`src/rtl/alu_op_sequencer.sv`:
```
// Purpose: issues one ALU operation at a time, waits its settle time, and returns the captured result.
// Latency: the response is valid N cycles after accept (N per op class), or 1 cycle after accept for an error.
// Backpressure: holds the response until rsp_ready; req_ready is low outside IDLE and requests there are dropped.
module alu_op_sequencer #(
    parameter int SIMPLE_CYCLES = 1,
    parameter int MUL_CYCLES    = 4,
    parameter int DIV_CYCLES    = 8
) (
    input  logic        clk,
    input  logic        clr_n,
    input  logic        req_valid,
    output logic        req_ready,
    input  logic [7:0]  req_op,
    input  logic [31:0] req_a,
    input  logic [31:0] req_b,
    input  logic [4:0]  req_shamt,
    output logic [31:0] alu_a,
    output logic [31:0] alu_b,
    output logic [7:0]  alu_ctrl,
    output logic [4:0]  alu_shamt,
    input  logic [63:0] alu_result,
    output logic        rsp_valid,
    input  logic        rsp_ready,
    output logic [63:0] rsp_result,
    output logic        rsp_err,
    output logic        rsp_zero,
    output logic        busy
);

    localparam logic [7:0] OP_MUL = 8'h06;
    localparam logic [7:0] OP_DIV = 8'h07;

    localparam int MD_MAX  = (MUL_CYCLES > DIV_CYCLES) ? MUL_CYCLES : DIV_CYCLES;
    localparam int MAX_CYC = (MD_MAX > SIMPLE_CYCLES) ? MD_MAX : SIMPLE_CYCLES;
    // The counter only ever holds N-1, so log2(max N) bits are enough.
    localparam int CW      = (MAX_CYC > 1) ? $clog2(MAX_CYC) : 1;

    typedef enum logic [1:0] {
        ST_IDLE,
        ST_EXEC,
        ST_RESP
    } state_t;

    state_t         state_q,      state_d;
    logic [CW-1:0]  cnt_q,        cnt_d;
    logic           err_pend_q,   err_pend_d;
    logic [31:0]    alu_a_q,      alu_a_d;
    logic [31:0]    alu_b_q,      alu_b_d;
    logic [7:0]     alu_ctrl_q,   alu_ctrl_d;
    logic [4:0]     alu_shamt_q,  alu_shamt_d;
    logic [63:0]    rsp_result_q, rsp_result_d;
    logic           rsp_err_q,    rsp_err_d;

    logic           op_legal;
    logic           op_ok;

    // Opcodes 0x02..0x0E are implemented by the ALU; a zero divisor is rejected up front.
    assign op_legal = (req_op >= 8'h02) && (req_op <= 8'h0E);
    assign op_ok    = op_legal && !((req_op == OP_DIV) && (req_b == 32'd0));

    // Next-state logic: accept in IDLE, count down the settle time in EXEC, hold until handshake in RESP.
    always_comb begin
        state_d      = state_q;
        cnt_d        = cnt_q;
        err_pend_d   = err_pend_q;
        alu_a_d      = alu_a_q;
        alu_b_d      = alu_b_q;
        alu_ctrl_d   = alu_ctrl_q;
        alu_shamt_d  = alu_shamt_q;
        rsp_result_d = rsp_result_q;
        rsp_err_d    = rsp_err_q;

        case (state_q)
            ST_IDLE: begin
                if (req_valid) begin
                    alu_a_d     = req_a;
                    alu_b_d     = req_b;
                    alu_ctrl_d  = req_op;
                    alu_shamt_d = req_shamt;
                    state_d     = ST_EXEC;
                    // Rejected ops still spend one cycle in EXEC so the error
                    // response shows up one cycle after accept, like a simple op.
                    err_pend_d  = !op_ok;
                    if (!op_ok)
                        cnt_d = '0;
                    else if (req_op == OP_MUL)
                        cnt_d = CW'(MUL_CYCLES - 1);
                    else if (req_op == OP_DIV)
                        cnt_d = CW'(DIV_CYCLES - 1);
                    else
                        cnt_d = CW'(SIMPLE_CYCLES - 1);
                end
            end
            ST_EXEC: begin
                if (cnt_q == '0) begin
                    // A rejected op never looks at the ALU output.
                    rsp_result_d = err_pend_q ? 64'd0 : alu_result;
                    rsp_err_d    = err_pend_q;
                    state_d      = ST_RESP;
                end else begin
                    cnt_d = cnt_q - 1'b1;
                end
            end
            ST_RESP: begin
                if (rsp_ready)
                    state_d = ST_IDLE;
            end
            default: begin
                state_d = ST_IDLE;
            end
        endcase
    end

    // State registers; reset discards any in-flight op.
    always_ff @(posedge clk) begin
        if (!clr_n) begin
            state_q      <= ST_IDLE;
            cnt_q        <= '0;
            err_pend_q   <= 1'b0;
            alu_a_q      <= '0;
            alu_b_q      <= '0;
            alu_ctrl_q   <= '0;
            alu_shamt_q  <= '0;
            rsp_result_q <= '0;
            rsp_err_q    <= 1'b0;
        end else begin
            state_q      <= state_d;
            cnt_q        <= cnt_d;
            err_pend_q   <= err_pend_d;
            alu_a_q      <= alu_a_d;
            alu_b_q      <= alu_b_d;
            alu_ctrl_q   <= alu_ctrl_d;
            alu_shamt_q  <= alu_shamt_d;
            rsp_result_q <= rsp_result_d;
            rsp_err_q    <= rsp_err_d;
        end
    end

    assign req_ready  = (state_q == ST_IDLE);
    assign busy       = (state_q != ST_IDLE);
    assign rsp_valid  = (state_q == ST_RESP);
    assign rsp_result = rsp_result_q;
    assign rsp_err    = rsp_err_q;
    assign rsp_zero   = (rsp_result_q == 64'd0);
    assign alu_a      = alu_a_q;
    assign alu_b      = alu_b_q;
    assign alu_ctrl   = alu_ctrl_q;
    assign alu_shamt  = alu_shamt_q;

endmodule

```
`config.mk`:
```
export PLATFORM = sky130hd
export DESIGN_NAME = alu_op_sequencer
export DESIGN_NICKNAME = d
export VERILOG_FILES = /design/src/rtl/alu_op_sequencer.sv
export SDC_FILE = /design/constraint.sdc
export NUM_CORES = 1
export LEC_CHECK = 0
export CORE_MARGIN = 2
export CORE_UTILIZATION = 35
export CTS_CLUSTER_DIAMETER = 30
export DETAILED_ROUTE_END_ITERATION = 10
export GPL_ROUTABILITY_DRIVEN = 1
export PLACE_DENSITY = 0.73
export SLEW_MARGIN = 5
export SYNTH_ARGS = -nofsm -noshare
export SYNTH_HDL_FRONTEND = slang
export SYNTH_SLANG_ARGS = --single-unit
```
`constraint.sdc`:
```
create_clock -name clk -period 2.1 [get_ports clk]
set_input_delay 0.42 -clock clk [delete_from_list [all_inputs] [get_ports clk]]
set_output_delay 0.42 -clock clk [all_outputs]
set_load 0.01 [all_outputs]
```
Word-level counts from Yosys, hierarchy flattened. Cells that the tools add are included.

Bits in registers: 148. Output and inout port bits: 146. Word-level logic and storage cells: 46.

$add $sub $neg: 1. $lt $le $gt $ge: 2. Equal/unequal tests: 8. Multiplexer cells: 11. Reductions and logical operators: 15.

Operators by type and width (count): logical NOT 64 bit (1); 2-to-1 mux 64 bit (1); logical NOT 32 bit (1); == test 8 x 3 -> 1 bit, second input constant (2); 2-to-1 mux 3 bit (5); greater-or-equal comparator 8 x 2 -> 1 bit, second input constant (1); <= comparator 8 x 4 -> 1 bit, second input constant (1); 2-to-1 mux 2 bit (3); inequality test 2 bit, second input constant (3); one-hot mux 2 bit (3 select lines) (1); one-hot mux 3 bit (2 select lines) (1); AND reduction 3 bit (2); AND reduction 2 bit (2); nonzero test 2 bit (2); logical AND 1 bit (3); logical NOT 3 bit (1); subtractor 3 x 1 -> 3 bit, second input constant (1); == test 2 x 1 -> 1 bit, second input constant (1); == test 2 bit, second input constant (1); logical NOT 1 bit (2); logical NOT 2 bit (1); inequality test 2 x 1 -> 1 bit, second input constant (1).

Depth between registers and ports, before layout. Gate-level depths: netlist of the first run.

Word-level depth: 7. Depth in mapped cells: 8. Gate-level depth less buffers: 6.

Least setup slack after synthesis of the first run. Ideal clock, no wire load.

Path type: reg2out. Start: register rsp_result_q[0], in the netlist rsp_result[0]. End: output port rsp_zero. Arrival: 1.167 ns. Data required time: 1.680 ns. Path slack: 0.513 ns. Stages on the path, launching flop included: 4. Cell sequence: dfxtp_1 > nor4_1 > nand4_1 > nor4_1.

Longest elaborated chain between the ends: 1.

RTL lines: from (decl) (RTL line 51) `logic [63:0] rsp_result_q, rsp_result_d;`; from (signal assigned) (RTL line 134) `rsp_result_q <= rsp_result_d;`; logical NOT 64 bit (RTL line 144) `assign rsp_zero = (rsp_result_q == 64'd0);`; to (decl) (RTL line 26) `output logic rsp_zero,`.

No other way between the ends.

Worst setup path after layout of the first run.
Start: register rsp_result_q[12], in the netlist rsp_result[12]. End: output port rsp_zero.

Same word-level chain as after synthesis.

==> Flow_metrics.wiki, run 1 <==
{| class="wikitable"
! Metric !! Value
|-
| Count of final max-slew check failures || 0
|-
| Clock tree from TritonCTS || built
|-
| Time the worst path needs with I/O delays and setup || 2.18 ns
|-
| Y dimension of the die || 135 um
|-
| Hold-fix buffers at CTS || 0
|-
| Number of failing hold endpoints at the final stage || 0
|-
| Total of warnings raised by yosys || 0
|-
| Worst Hold Class || input pin to register
|-
| Clock Sinks || ~150
|-
| Core Rows || 48
|-
| Commonest cells after routing, fill and taps aside || 287 x clkdlybuf4s50_1, 222 x nand2_1, 142 x dfxtp_1, 132 x a21boi_0, 65 x nand3b_1
|-
| Count of cell types in the netlist || 33
|-
| Clock network latency to the later pin of the worst-skew pair || 0.41 ns
|-
| Placer Congestion || 0.779
|-
| Critical Path Start Type || register
|-
| Startpoint-to-endpoint class of the critical path || register to output pin
|-
| Final worst path period share || 104%
|-
| Standard cell area after detailed placement || 9540 um2
|-
| Number of CTS-inserted buffers || 17
|-
| Synthesized flop and latch total || 148
|-
| Maximum number of pins on one net before global-route repair || 66
|-
| Pwr Total || a little under 9 mW
|-
| Worst Clk Skew || 0.00867 ns
|-
| Final count of negative-setup-slack endpoints || 1
|-
| Total negative slack || -0.0817 ns
|-
| Initial cell density of the core || 35.4%
|-
| Top fanout value on the critical path || 2
|-
| Critical path buffers and inverters || 1
|-
| Finished Layout Cells || 1254
|-
| Synthesized netlist net count || about 850
|-
| Mean cell area of the mapped netlist || roughly 8.6 um2
|-
| Filler Cells Inserted || 1507
|-
| Layout cell share with drive strength beyond 1 || 11.7%
|-
| Vias/cell || 4.79
|-
| DP Wirelength || between 10000 and 15000 um
|-
| Post-synthesis sequential area ratio || roughly half
|-
| Data required, critical path || 1.68 ns
|-
| Hold slack || 0.446 ns
|-
| Total die area || 18300 um2
|-
| Delay of the slowest cell on the worst path || 0.34 ns
|-
| Worst-case setup margin in the final layout || -0.0817 ns
|-
| Placeable core area || 17100 um2
|-
| Remaining antenna violation count after routing || 0
|-
| Antenna violations before repair || 0
|-
| Least-Margin Pin Slew || 0.543 ns
|-
| Final routed wirelength across all metal layers || just under 20000 um
|-
| Result of the run || finished, violations left
|-
| Netlist area before placement || between 6000 and 7000 um2
|-
| Pre-Repair DR Iteration Count || 4
|-
| Clock root cell || clkbuf_16
|-
| Area Growth Syn to Fin || 70.3%
|-
| Max cap viols || 0
|-
| Endpoint type of the worst setup path || output pin
|-
| Worst endpoint data arrival time || around 1.8 ns
|-
| Critical path cell sequence || nor4_2 -> nand4_1 -> nor4_2 -> buf_2
|-
| Violations in the final reports || setup timing
|-
| Master of the slowest instance on the critical path || nor4_2
|-
| Power per cell area || 853 nW/um2
|-
| Total inserted antenna cells || 0
|-
| # port buffers || between 200 and 300
|-
| Iteration-0 DRC count of the detailed router || 277
|-
| Maximum clock rate || 0.458 GHz
|-
| Overall die width || about 140 um
|-
| Mean routed wirelength per cell || 15.3 um
|-
| Via count of the first global-routing pass || 5702
|-
| Most common cell after layout, fill and taps aside || clkdlybuf4s50_1
|-
| Slew HR || 63.8%
|-
| Cell type group with the largest total delay on the critical path || simple AND/OR/NAND/NOR gates
|-
| Max VDD drop || 578 uV
|-
| Vias || 6010
|-
| Deepest clock path buffer count || 2
|-
| Number of H-tree branching levels || 4
|-
| RSZ-0062 raised after global routing || yes
|-
| NumNets Final || 1163
|-
| Worst path most repeated cell || nor4_2
|-
| Final Instance Area || a little over 10000 um2
|-
| Total routing usage reported by global routing || between 20% and 30%
|-
| Final global-route overflow total || 0
|-
| Standby leakage power || 3.72 nW
|-
| Final routed DRC violation total || 0
|-
| Cell Count Post-Placement || 1222
|-
| Synthesized instance count || roughly 700
|-
| CTS clk-pin slew, worst paths || 0.07 ns
|-
| First-pass GRT wire length || 30000 um
|-
| Number of placed I/O pins || 291
|}
==> cell usage after synthesis <==
| master | number | area [um2] |
|---|---|---|
| mux2_2 | 1 | 11.3 |
| and2_1 | 2 | 12.5 |
| dfxtp_1 | 148 | 2960 |
| o21a_1 | 1 | 7.51 |
| nand4_1 | 7 | 43.8 |
| nand3_1 | 1 | 5.00 |
| buf_4 | 3 | 22.5 |
| buf_1 | 8 | 30.0 |
| a41oi_1 | 2 | 17.5 |
| o211ai_1 | 1 | 7.51 |
| o21ai_0 | 4 | 20.0 |
| nor2b_1 | 4 | 25.0 |
| o21bai_1 | 1 | 7.51 |
| a21oi_1 | 2 | 10.0 |
| ha_1 | 2 | 25.0 |
| clkbuf_1 | 27 | 101 |
| nor2_1 | 3 | 11.3 |
| or4_4 | 1 | 11.3 |
| a22oi_1 | 1 | 7.51 |
| or2_2 | 1 | 6.26 |
| o31ai_1 | 1 | 7.51 |
| o21ai_1 | 1 | 5.00 |
| nor4_4 | 1 | 21.3 |
| nand2_1 | 223 | 837 |
| buf_2 | 16 | 80.1 |
| a21boi_0 | 132 | 991 |
| or3_1 | 1 | 6.26 |
| nand3b_1 | 65 | 488 |
| inv_1 | 3 | 11.3 |
| a21boi_1 | 10 | 75.1 |
| nor4_1 | 25 | 156 |
| nor3_1 | 1 | 5.00 |
| nand2b_1 | 2 | 12.5 |
==> worst paths after layout <==
| path | from | endpoint | slack (ns) | depth (start not counted) |
|---|---|---|---|---|
| max | rsp_result[12] | rsp_zero | -0.08 | 4 |
| min | clr_n | cnt_q[2] | 0.45 | 3 |
| max reg2reg | cnt_q[0] | rsp_result[20] | 0.27 | 7 |
| min reg2reg | alu_shamt[3] | alu_shamt[3] | 0.46 | 2 |
==> state kept, by name, summed over array words and instances, names as in the netlist <==
register    count
rsp_result     64
cnt_q           3
err_pend_q      1
state_q         2
alu_b          32
alu_shamt       5
alu_a          32
alu_ctrl        8
rsp_err         1
==> logic make-up after synthesis <==
kind of cell | Yosys count | synth area share (%)
compound gates | 156 | 19.1
mux | 1 | 0.186
simple gates | 337 | 27.2
buf+inv | 57 | 4.06
fa+ha+maj | 2 | 0.414
flops | 148 | 49.0
==> timing repair <==
item                                    CTS  global route
gates cloned                              0             0
resized for setup                        14            13
buffers inserted                          0             0
endpoints found under the setup margin    4             2
pin swaps                                 3             6
==> metrics by stage <==
stage | worst slack [ns] | util (%)
floorplan | 0.513 | -
detailed placement | -0.213 | 55.9
global route | -0.165 | 60.3
global placement | -0.235 | 55.9
CTS | -0.113 | 59.9
finish | -0.0817 | 60.3
==> worst register-to-register path, stage by stage, from the launching register on <==
cell	delay [ns]
dfxtp_1	0.32
inv_1	0.07
ha_1	0.20
nand3b_1	0.16
or2_2	0.41
buf_12	0.28
nand2_1	0.10
a21boi_0	0.20
==> power breakdown <==
part | switching [mW] | leakage (nW) | internal, mW
registers | 0.169 | 1.21 | 3.08
clock network | 1.24 | 0.304 | 2.04
logic | 1.03 | 2.21 | 1.22
total | 2.44 | 3.72 | 6.33
==> layout make-up <==
| cell class | instances | area, um2 | share of cell area, % |
|---|---|---|---|
| clock buffer | 18 | 439 | 4.27 |
| clock inverter | 14 | 200 | 1.95 |
| inverter | 3 | 11.3 | 0.109 |
| multi-input combinational | 496 | 2950 | 28.7 |
| sequential | 148 | 2970 | 28.9 |
| tap | 225 | 282 | 2.74 |
| timing repair buffer | 350 | 3440 | 33.4 |
==> metal layers <==
metal	track usage, %	part of all wire, %	vias to the layer above
met2	34.1	47	213
met3	7.59	9.5	19
met4	6.25	1.3	0
met5	0	0	-
met1	25.3	43	2766
li1	-	-	3012
No activity file was read; power rests on OpenSTA's default activity.
==> run 2, diff against run 1 <==
CORE_MARGIN = unset   (was 2)
clock period = 2.73 ns   (was 2.1 ns; I/O delays follow)
==> run 2 against run 1 <==
  * The run now ends clean
  * Clock power decreased by 26%
  * Non-clock buffer count down 49
  * First-iteration DRC count down 5.1%
  * Die area shrank 2.9%
  * Highest routed layer unchanged
  * Critical path type unchanged
  * Combinational power decreased by 30%
  * Cell area decreased by 5.2%
  * Critical path depth unchanged
  * Final cell count decreased by 4.3%
  * Hold slack improved by 0.0073 ns
  * Utilization down 1.9 points
  * Sequential power shrank 23%
==> Flow_metrics.wiki, run 2 (synthesis results as in run 1) <==
{| class="wikitable"
! Metric !! Value
|-
| Proportion of total power due to net switching || 28.1%
|-
| Max cap viols || 0
|-
| Number of placed I/O pins || 291
|-
| Via count of the first global-routing pass || 5751
|-
| Least-Margin Pin Slew || 0.598 ns
|-
| Final worst path period share || roughly nine tenths
|-
| Y dimension of the die || about 130 um
|-
| Cell Count Post-Placement || 1168
|-
| First-pass GRT wire length || approximately 30000 um
|-
| Core Rows || 47
|-
| Result of the run || finished clean
|-
| Data required, critical path || 2.18 ns
|-
| Filler Cells Inserted || 1512
|-
| # port buffers || 290
|-
| Area Growth Syn to Fin || 61.4%
|-
| Time the worst path needs with I/O delays and setup || 2.43 ns
|-
| Slew HR || approximately three fifths
|-
| Critical Path Start Type || register
|-
| Startpoint-to-endpoint class of the critical path || register to output pin
|-
| Highest routed metal layer || met4
|-
| Share of total power in the clock network || 37.3%
|-
| Final routed DRC violation total || 0
|-
| Maximum number of pins on one net before global-route repair || 70
|-
| Clock network latency to the later pin of the worst-skew pair || 0.42 ns
|-
| Top fanout value on the critical path || 3
|-
| Mean routed wirelength per cell || approximately 16 um
|-
| Maximum clock rate || 0.411 GHz
|-
| Iteration-0 DRC count of the detailed router || 263
|-
| P_sw || 1.82 mW
|-
| Vias || 5792
|-
| Commonest cells after routing, fill and taps aside || 288 x clkdlybuf4s50_1, 222 x nand2_1, 148 x dfxtp_1, 132 x a21boi_0, 65 x nand3b_1
|-
| Worst Hold Class || register to register
|-
| NumNets Final || 1114
|-
| Clock tree from TritonCTS || built
|-
| Remaining antenna violation count after routing || 0
|-
| Layout cell share with drive strength beyond 1 || 5.10%
|-
| Count of final max-slew check failures || 0
|-
| Finished Layout Cells || 1200
|-
| Pre-Repair DR Iteration Count || 4
|-
| Post-Route M1 WL || 8030 um
|-
| Worst endpoint data arrival time || 1.89 ns
|-
| Final count of negative-setup-slack endpoints || 0
|-
| RSZ-0062 raised after global routing || no
|-
| Vias/cell || 4.83
|-
| Final global-route overflow total || 0
|-
| Design internal power || 4.67 mW
|-
| Max VDD drop || 424 uV
|-
| Final routed wirelength across all metal layers || 18800 um
|-
| Overall die width || 133 um
|-
| Power per cell area || approximately 670 nW/um2
|-
| Initial cell density of the core || between 30% and 40%
|-
| Clock root cell || clkbuf_16
|-
| Number of H-tree branching levels || 4
|-
| Most common cell after layout, fill and taps aside || clkdlybuf4s50_1
|-
| CTS clk-pin slew, worst paths || 0.06 ns
|-
| Pwr Total || 6.49 mW
|-
| Total inserted antenna cells || 0
|-
| Number of failing hold endpoints at the final stage || 0
|-
| Number of CTS-inserted buffers || 17
|-
| Total routing usage reported by global routing || between 20% and 30%
|-
| Hold-fix buffers at CTS || 0
|-
| Final core utilization || 58.4%
|-
| Clock Sinks || 148
|-
| Antenna violations before repair || 0
|-
| Wire length on met2 || around 8700 um
|-
| Standby leakage power || 3.40 nW
|-
| Endpoint type of the worst setup path || output pin
|-
| Portion of total power attributed to combinational logic || 24.2%
|-
| Relative contribution of sequential cells to total power || around two fifths
|-
| Total negative slack || 0 ns
|-
| DP Wirelength || 13500 um
|-
| Placer Congestion || 0.804
|-
| Number of flip-flops under the largest register name || 64
|-
| WL met3 || about 1700 um
|-
| Worst Clk Skew || 0.0128 ns
|-
| Deepest clock path buffer count || 2
|-
| Total die area || 17800 um2
|-
| Placeable core area || 16700 um2
|}
[run 2: changes by cell type in the layout (fill, tap and decap cells not counted), sizes merged]
cell,before,now
buf,62,12
clkinvlp,3,1
bufinv,4,3
clkbuf,18,19
clkdlybuf4s50,287,288
clkinv,3,4
dlygate4sd2,0,1
dlymetal6s2s,1,0
inv,7,8
[run 2: worst max-delay path, stage by stage, from the launching register on]
cell and delay (ns):
dfxtp_1 0.32, nor4_1 0.32, nand4_1 0.19, nor4_1 0.32, dlygate4sd2_1 0.33
[run 2: through the flow]
stage               setup slack, ns  hold slack (ns)  cell area (um2)
finish                        0.297            0.453             9750
CTS                           0.224            0.456             9750
detailed placement            0.377            0.447             9140
global route                  0.161            0.479             9750
global placement              0.340            0.442             9140
floorplan                      1.02            0.479             6040
[run 2: path summary, 6_finish.rpt]
check | cells after the start | endpoint | slack [ns] | start
worst min register to register | 2 | alu_shamt[2] | 0.45 | alu_shamt[2]
worst max register to register | 7 | rsp_result[28] | 0.80 | cnt_q[0]
worst max-delay path | 4 | rsp_zero | 0.30 | rsp_result[12]
worst min-delay path | 2 | alu_shamt[2] | 0.45 | alu_shamt[2]
[run 2: routing by layer]
layer | up-vias | track usage, %
met3 | 23 | 8.03
met2 | 210 | 35.9
met5 | - | 0
li1 | 2911 | -
met4 | 0 | 7.58
met1 | 2648 | 25.0
[run 2: cell type report]
| class | count | area [um2] | area share (%) |
|---|---|---|---|
| multi-input cells | 496 | 2850 | 29.2 |
| flip-flops and latches | 148 | 2960 | 30.4 |
| clock inverters | 13 | 169 | 1.73 |
| clock buffers | 19 | 443 | 4.54 |
| inverters | 3 | 11.3 | 0.115 |
| repair buffers | 301 | 3040 | 31.2 |
| well taps | 220 | 275 | 2.82 |
[run 2: timing repair]
| action | in CTS | in global routing |
|---|---|---|
| gates resized for setup | 1 | 0 |
| setup endpoints to repair | 1 | 0 |
| buffers inserted | 0 | 0 |
[run 2: power by group through the flow]
stage | registers [mW] | clock network, mW | logic (mW)
2_1_floorplan | 2.62 | 0 | 0.644
3_3_place_gp | 2.53 | 0 | 1.58
3_5_place_dp | 2.54 | 0 | 1.59
4_1_cts | 2.50 | 2.48 | 1.59
5_1_grt | 2.52 | 2.59 | 1.71
6_report | 2.50 | 2.42 | 1.57
==> run 3, diff against run 2 <==
CELL_PAD_IN_SITES_DETAIL_PLACEMENT = 1   (was unset)
CELL_PAD_IN_SITES_GLOBAL_PLACEMENT = 1   (was unset)
CORE_UTILIZATION = 31   (was 35)
PLACE_DENSITY = 0.87   (was 0.73)
SLEW_MARGIN = 20   (was 5)
==> run 3 against run 2 <==
  * Clock-buffer cell count decreased by 2
  * Utilization decreased by 6.6 points
  * Routed wire length increased by 15%
  * Setup slack got worse by 0.020 ns
  * Sequential share of layout area decreased by 0.093 points
  * Fmax decreased by 0.82%
  * Clock power decreased by 2%
  * Die area increased by 13%
  * Critical path type unchanged
  * Largest power group unchanged
==> Flow_metrics.wiki, run 3 (synthesis results as in run 1) <==
{| class="wikitable"
! Metric !! Value
|-
| Result of the run || finished clean
|-
| Mean routed wirelength per cell || roughly 17 um
|-
| Number of H-tree branching levels || 4
|-
| Standard cell area after detailed placement || about 9200 um2
|-
| Standby leakage power || 3.39 nW
|-
| First-pass GRT wire length || about 33000 um
|-
| Clock root cell || clkbuf_16
|-
| Total die area || 20100 um2
|-
| Clock network latency to the later pin of the worst-skew pair || approximately 0.42 ns
|-
| Number of CTS-inserted buffers || 17
|-
| Count of final max-slew check failures || 0
|-
| Final routed DRC violation total || 0
|-
| Startpoint-to-endpoint class of the critical path || register to output pin
|-
| Critical Path Start Type || register
|-
| Number of placed I/O pins || just under 300
|-
| Deepest clock path buffer count || 2
|-
| Maximum number of pins on one net before global-route repair || 66
|-
| Max cap viols || 0
|-
| Core Rows || 50
|-
| Proportion of total power due to net switching || 30.6%
|-
| Number of flip-flops under the largest register name || 64
|-
| Via count of the first global-routing pass || approximately 6200
|-
| Area Growth Syn to Fin || 61.9%
|-
| Worst Clk Skew || 0.0121 ns
|-
| Layout cell share with drive strength beyond 1 || 5.32%
|-
| Endpoint with the worst hold slack || alu_shamt[3]
|-
| DP Wirelength || 15300 um
|-
| NumNets Final || roughly 1100
|-
| R2R Setup Slk || roughly 0.80 ns
|-
| Endpoint type of the worst setup path || output pin
|-
| Critical path buffers and inverters || 1
|-
| Vias || 5946
|-
| Max VDD drop || between 400 and 500 uV
|-
| Delay of the slowest cell on the worst path || 0.34 ns
|-
| Top fanout value on the critical path || 3
|-
| Design internal power || between 4 and 5 mW
|-
| Placer Congestion || about 0.77
|-
| Clock Sinks || 148
|-
| Relative contribution of sequential cells to total power || about two fifths
|-
| Total negative slack || 0 ns
|-
| Maximum clock rate || about 0.4 GHz
|-
| Overall die width || 142 um
|-
| Final global-route overflow total || 0
|-
| Pre-Repair DR Iteration Count || 4
|-
| P_sw || 1.98 mW
|-
| Placeable core area || 18900 um2
|-
| Critical path cell sequence || nor4_2 -> nand4_1 -> nor4_1 -> dlygate4sd2_1
|-
| Iteration-0 DRC count of the detailed router || 158
|-
| Most common cell after layout, fill and taps aside || clkdlybuf4s50_1
|-
| Initial cell density of the core || 32.0%
|-
| Finished Layout Cells || between 1000 and 1500
|-
| Cell Count Post-Placement || 1206
|-
| Buffer count from post-CTS setup fixing || 0
|-
| Remaining antenna violation count after routing || 0
|-
| Worst endpoint data arrival time || 1.91 ns
|-
| Cell type group with the largest total delay on the critical path || simple AND/OR/NAND/NOR gates
|-
| Master of the slowest instance on the critical path || dfxtp_1
|-
| Vias/cell || 4.80
|-
| Final count of negative-setup-slack endpoints || 0
|-
| Slew HR || 62.1%
|-
| Launch instance of the worst register-to-register path || cnt_q[0]
|-
| CTS clk-pin slew, worst paths || about 0.07 ns
|-
| RSZ-0062 raised after global routing || no
|-
| Data required, critical path || 2.18 ns
|-
| Hold-critical path depth || 2
|-
| Number of cells traversed by the worst register-to-register path || 7
|-
| Pwr Total || 6.47 mW
|-
| # port buffers || 290
|-
| Total routing usage reported by global routing || 21.4%
|-
| Antenna violations before repair || 0
|-
| Portion of total power attributed to combinational logic || 24.8%
|-
| Power per cell area || 662 nW/um2
|-
| Hold slack || about 0.46 ns
|-
| Final worst path period share || between 80% and 90%
|-
| Time the worst path needs with I/O delays and setup || 2.45 ns
|-
| Least-Margin Pin Slew || about 0.57 ns
|-
| Worst Hold Class || register to register
|-
| Final Instance Area || slightly below 10000 um2
|-
| Number of logic stages on the critical path including buffering || 4
|-
| Clock tree from TritonCTS || built
|-
| Hold-fix buffers at CTS || 0
|-
| Final routed wirelength across all metal layers || 21500 um
|-
| Endpoint of the most critical register-to-register path || rsp_result[2]
|-
| Commonest cells after routing, fill and taps aside || 288 x clkdlybuf4s50_1, 222 x nand2_1, 148 x dfxtp_1, 132 x a21boi_0, 65 x nand3b_1
|-
| Y dimension of the die || between 100 and 150 um
|-
| Share of total power in the clock network || between 30 and 40%
|-
| Min-Delay Startpoint || alu_shamt[3]
|-
| Number of failing hold endpoints at the final stage || 0
|-
| Total inserted antenna cells || 0
|}
## run 3: cell count changes in the layout (fill, tap and decap cells not counted)
cell       change
clkbuf_8       -1
bufinv_16      -2
nor4_2         +3
clkinv_2       -1
nor4_1         -3
clkbuf_1       -1
inv_6          -2
inv_8          +6
buf_4          -2
clkinv_4       +1
## run 3: power groups by stage
stage,sequential (mW),combinational (mW),clock (mW)
floorplan,2.62,0.644,0
global placement,2.53,1.59,0
detailed placement,2.55,1.61,0
CTS,2.50,1.63,2.43
global route,2.53,1.74,2.52
finish,2.50,1.60,2.37
## run 3: metrics by stage
stage               setup slack [ns]  util, %
floorplan                       1.02        -
global placement               0.335     48.6
detailed placement             0.349     48.6
CTS                            0.242     51.8
global route                   0.202     51.8
finish                         0.277     51.8
## run 3: cell type report
type                       instances  area (um2)
clock inverter                    15         163
clock buffer                      17         425
inverter                           3        11.3
multi-input combinational        496        2860
fill                            2176        9110
sequential                       148        2960
timing repair buffer             299        3030
tap                              260         325
## run 3: worst register-to-register path, stage by stage, from the launching register on
cell	delay, ns
dfxtp_1	0.32
inv_1	0.07
ha_1	0.20
nand3b_1	0.17
or2_2	0.51
buf_12	0.29
nand2_1	0.10
a21boi_0	0.19
## run 3: worst max-delay path by stage
stage,from,endpoint
3_5_place_dp,rsp_result[13],rsp_zero
2_1_floorplan,rsp_result[0],rsp_zero
5_1_grt,rsp_result[13],rsp_zero
4_1_cts,rsp_result[13],rsp_zero
3_3_place_gp,rsp_result[13],rsp_zero
6_report,rsp_result[13],rsp_zero
## run 3: per-layer routing
metal | part of all wire, % | GRT usage, % | up-vias
met2 | 49 | 38.3 | 208
met5 | 0 | 0 | -
met1 | 41 | 23.7 | 2819
met3 | 8.7 | 8.50 | 15
met4 | 1.2 | 4.75 | 0
li1 | - | - | 2904
## run 3: repair_timing
| action | 4_1_cts | 5_1_grt |
|---|---|---|
| setup endpoints to repair | 1 | 0 |
| hold endpoints to repair | 0 | 0 |
| resized for setup | 4 | 0 |
